[config.mk]
export PLATFORM = sky130hd
export DESIGN_NAME = binary_tower_32b_mul_alpha_pow
export DESIGN_NICKNAME = d
export VERILOG_FILES = /design/src/rtl/binary_tower_pkg.sv /design/src/rtl/binary_tower_32b_mul_alpha.sv /design/src/rtl/binary_tower_32b_mul_alpha_pow.sv
export SDC_FILE = /design/constraint.sdc
export NUM_CORES = 1
export LEC_CHECK = 0
export ABC_AREA = 1
export BUFFER_PORTS_ARGS = -buffer_cell sky130_fd_sc_hd__buf_2
export CORE_ASPECT_RATIO = 0.75
export CORE_MARGIN = 3
export CORE_UTILIZATION = 34
export DETAILED_ROUTE_END_ITERATION = 6
export GPL_ROUTABILITY_DRIVEN = 0
export PLACE_DENSITY = 0.64
export SLEW_MARGIN = 20
export SYNTH_ARGS = -nofsm -noshare
export SYNTH_HDL_FRONTEND = slang
export SYNTH_SLANG_ARGS = --single-unit
[constraint.sdc]
create_clock -name ap_clk -period 1.15 [get_ports ap_clk]
set_input_delay 0.115 -clock ap_clk [delete_from_list [all_inputs] [get_ports ap_clk]]
set_output_delay 0.115 -clock ap_clk [all_outputs]
set_load 0.01 [all_outputs]
[src/rtl/binary_tower_pkg.sv]
// Shared types and constants for the 32-bit binary tower field blocks.
package binary_tower_pkg;

   typedef logic [31:0] gf32_t;

   localparam gf32_t ALPHA_32 = 32'h00010000;

   typedef enum logic [1:0] {
      IDLE,
      BUSY,
      DONE
   } state_t;

endpackage

[src/rtl/binary_tower_32b_mul_alpha.sv]
// Combinational multiply-by-alpha in the 32-bit binary tower field.
module binary_tower_32b_mul_alpha
   import binary_tower_pkg::*;
(
   input  logic        ap_clk,
   input  logic        ap_rst,
   input  logic        ap_ce,
   input  logic [31:0] a,
   output logic [31:0] ap_return
);

   // Each level maps {a1, a0} to {a0 ^ alpha_lower(a1), a1}
   function automatic logic [1:0] ma2(input logic [1:0] x);
      return {x[1] ^ x[0], x[1]};
   endfunction

   function automatic logic [3:0] ma4(input logic [3:0] x);
      return {x[1:0] ^ ma2(x[3:2]), x[3:2]};
   endfunction

   function automatic logic [7:0] ma8(input logic [7:0] x);
      return {x[3:0] ^ ma4(x[7:4]), x[7:4]};
   endfunction

   function automatic logic [15:0] ma16(input logic [15:0] x);
      return {x[7:0] ^ ma8(x[15:8]), x[15:8]};
   endfunction

   function automatic gf32_t ma32(input gf32_t x);
      return {x[15:0] ^ ma16(x[31:16]), x[31:16]};
   endfunction

   // Clock and reset exist only for interface compatibility with the pipelined variant
   logic unused_ok;
   assign unused_ok = ap_clk ^ ap_rst;

   assign ap_return = ap_ce ? ma32(a) : a;

endmodule

[src/rtl/binary_tower_32b_mul_alpha_pow.sv]
// Iterative a * alpha^n: one multiply-by-alpha step per cycle with valid/ready handshakes.
module binary_tower_32b_mul_alpha_pow
   import binary_tower_pkg::*;
#(
   parameter int N_W = 5
) (
   input  logic           ap_clk,
   input  logic           ap_rst,
   input  logic           in_valid,
   output logic           in_ready,
   input  logic [31:0]    in_a,
   input  logic [N_W-1:0] in_n,
   output logic           out_valid,
   input  logic           out_ready,
   output logic [31:0]    out_data,
   output logic           busy
);

   localparam logic [N_W-1:0] CNT_ONE = N_W'(1);

   state_t         state;
   gf32_t          acc;
   gf32_t          acc_next;
   logic [N_W-1:0] cnt;
   logic           accept;

   binary_tower_32b_mul_alpha u_mul_alpha (
      .ap_clk    (ap_clk),
      .ap_rst    (ap_rst),
      .ap_ce     (1'b1),
      .a         (acc),
      .ap_return (acc_next)
   );

   // A finished result frees the slot in the same cycle it is taken, so DONE can accept back-to-back
   assign in_ready  = !ap_rst && ((state == IDLE) || ((state == DONE) && out_ready));
   assign out_valid = (state == DONE);
   assign busy      = (state == BUSY);
   assign out_data  = (state == DONE) ? acc : '0;
   assign accept    = in_valid && in_ready;

   always_ff @(posedge ap_clk) begin
      if (ap_rst) begin
         state <= IDLE;
         acc   <= '0;
         cnt   <= '0;
      end else if (accept) begin
         acc   <= in_a;
         cnt   <= in_n;
         state <= (in_n != '0) ? BUSY : DONE;
      end else begin
         case (state)
            BUSY: begin
               acc <= acc_next;
               cnt <= cnt - CNT_ONE;
               if (cnt == CNT_ONE) begin
                  state <= DONE;
               end
            end
            DONE: begin
               if (out_ready) begin
                  state <= IDLE;
               end
            end
            default: state <= IDLE;
         endcase
      end
   end

endmodule

==> run metrics <==
outcome=complete, but fails checks; violated checks=negative setup slack; area grow syn2layout=46.6%; initial antenna violation count=0; via count of the first global-routing pass=2,585; cell count after synthesis=408; endpoints failing setup=74; Worst setup SP type=register; CTS sink cnt=39; number of nets in the layout=553; I/O pin cnt=76; distinct cell type count after synthesis=22; net count of the mapped netlist=451; DR iter-0 viols=141; Setup WS pre-CTS=-172 ps; ratio of cells with drive above 1 in the final layout=35.7%; number of remaining DRC errors=0; DIE WIDTH=103 µm; Worst Path Max Fanout=5; Slowest cell on crit path=sky130_fd_sc_hd__dfxtp_4; timing-limited maximum frequency=757 MHz; overall routed net length=7810 µm; leakage power figure=1.74 nW; HPWL reported at the end of detailed placement=5370 µm; count of antenna diodes in the layout=0; largest net degree at the start of global routing=28; top cell type by total area after synthesis=sky130_fd_sc_hd__dfxtp_1; clock transition at the register clock pins on the worst setup and hold paths after CTS=80 ps; multi-input gate area in the final layout=0.00147 mm²; IO buf count=75; time the final worst path needs with I/O delays and setup=1320 ps; number of buffers created by CTS=5; GRT overflow=0; data required time of the worst path=1390 ps; Worst Path Buf+Inv=3; total design power=3.85 mW; Yosys top cell area share=32.3%; fraction of the yosys area taken by sequential cells=32.3%; pin slew with the least headroom to its limit=417 ps; clock root cell=sky130_fd_sc_hd__clkbuf_8; clock latency on the worst-skew pair=300 ps; GRT Total Usage=19.0%; wire length of the first global-routing pass=12,300 µm; commonest non-fill, non-tap cell in the layout=sky130_fd_sc_hd__nand2_1; number of cells on the worst reg-to-reg path=9; buffer depth of the longest clock path=2; clock skew=7.31 ps; maximum single-stage delay on the critical path=370 ps; Worst Hold Class=input port to register; cell chain of the critical path=nor2_4 -> nand2_2 -> nor2_4 -> buf_12 -> buf_8 -> nand2_2 -> o21ai_2 -> o21ai_1 -> inv_1; Vias=2,810; CP delay by family, top=simple AND/OR/NAND/NOR gates; Core Area=0.00660 mm²; register bit count reported by yosys=39; peak ir drop on the vdd network=0.452 mV; min setup slack post-route=-171 ps; post-route cell area=0.00354 mm²; site row count=25; worst setup path class=register to register; Max Transition Viols Final=0; total number of cells along the worst setup path=9; Synth Warn #=0; number of iterations in the first detailed-routing pass=4; vertical die dimension=79.0 µm; slew margin rel.=72.1%; hold_buf cts=0; Synth Area per Inst=5.92 µm²; top cells by area in the synthesized netlist=sky130_fd_sc_hd__dfxtp_1 (32%), sky130_fd_sc_hd__nand2_1 (23%), sky130_fd_sc_hd__inv_1 (9.0%); CTS tree=built; power density over the cells=1090 mW/mm²; Worst EP arrival=1560 ps; area of all sequential standard cells=792 µm²; placed standard-cell area=0.00303 mm²; H-Tree Depth=2; starting density of the core=36.6%; commonest cells after routing, fill and taps aside=sky130_fd_sc_hd__nand2_1 (127), sky130_fd_sc_hd__buf_2 (73), sky130_fd_sc_hd__inv_1 (53); total of fill cells in the finished design=656; final cycle utilization of the critical path=115%; Synth Cell Area=0.00241 mm²; Min-Delay Path Depth=3; post-detailed-route wirelength per cell=12.9 µm; number of hold violations in the final report=0; area of the die=0.00816 mm²; RSZ-0062 raised after global routing=yes; number of nets with antenna violations after routing=0; number of max-capacitance violations reported=0; critical path capture point type=register; Vias/cell=4.65
worst paths after layout:
kind | slack, ps | startpoint | to
min reg2reg | 490 | acc[19] | acc[19]
max | -170 | state[0] | acc[12]
min | 80 | in_a[7] | acc[7]
max reg2reg | -170 | state[0] | acc[12]
power by group:
part / switching [mW] / leakage [nW] / internal, mW / total, mW
sequential: 0.102 / 0.322 / 1.46 / 1.56
combinational: 0.723 / 1.38 / 0.606 / 1.33
clock: 0.488 / 0.0470 / 0.471 / 0.959
total: 1.31 / 1.74 / 2.54 / 3.85
worst register-to-register path, stage by stage, from the launching register on:
cell and delay [ps]:
sky130_fd_sc_hd__dfxtp_4 370, sky130_fd_sc_hd__nor2_4 90, sky130_fd_sc_hd__nand2_2 70, sky130_fd_sc_hd__nor2_4 170, sky130_fd_sc_hd__buf_12 160, sky130_fd_sc_hd__buf_8 140
sky130_fd_sc_hd__nand2_2 60, sky130_fd_sc_hd__o21ai_2 50, sky130_fd_sc_hd__o21ai_1 90, sky130_fd_sc_hd__inv_1 80
cell type report:
type	instances	area share (%)
tap	94	3.32
multi-input combinational	290	41.6
timing repair buffer	114	23.8
clock buffer	6	2.33
sequential	39	22.4
clock inverter	1	0.141
inverter	60	6.43
layer usage:
metal / vias up / track usage, % / wire, µm
met1: 1254 / 26.1 / 3720
met5: - / 0 / 0
met2: 87 / 30.6 / 3470
li1: 1459 / - / -
met3: 10 / 3.95 / 540
met4: 0 / 4.01 / 70
sequential cells by signal, summed over array words and instances, names as in the netlist:
name and flops:
cnt 5, acc 32, state 2
repair_timing:
item / CTS / global route
setup endpoints to repair: 74 / 74
pin swaps: 0 / 21
resized for setup: 22 / 75
buffers inserted: 5 / 3
cloned: 3 / 3
through the flow:
stage	TNS [ps]	hold WS (ps)	cells	util, %
final	-8930	76.7	604	53.6
after global placement	-1130	396	584	45.9
after detailed placement	-2480	397	584	45.9
after global routing	-12910	83.1	604	53.6
after floorplan	0	275	408	-
after CTS	-9050	81.4	599	49.5
synthesized netlist by cell type, drive strengths merged:
cell	number
a21oi	7
a31oi	19
buf	12
clkbuf	7
dfxtp	39
ha	2
inv	60
nand2	147
nand2b	1
nand3	24
nand4	1
nor2	54
o211ai	1
o21ai	23
xnor2	5
xor2	6
cell families (layout without fill, tap and decap cells):
logic type	Yosys count	in the layout	synth area share (%)
DFF	39	39	32.3
buffers and inverters	79	181	13.9
xor gates and xnor gates	11	11	3.99
adders and majority gates	2	2	1.04
AOI/OAI and AO/OA	50	50	11.5
and+or+nand+nor	227	227	37.3
Note: power is estimated with default switching activity, not from simulation.
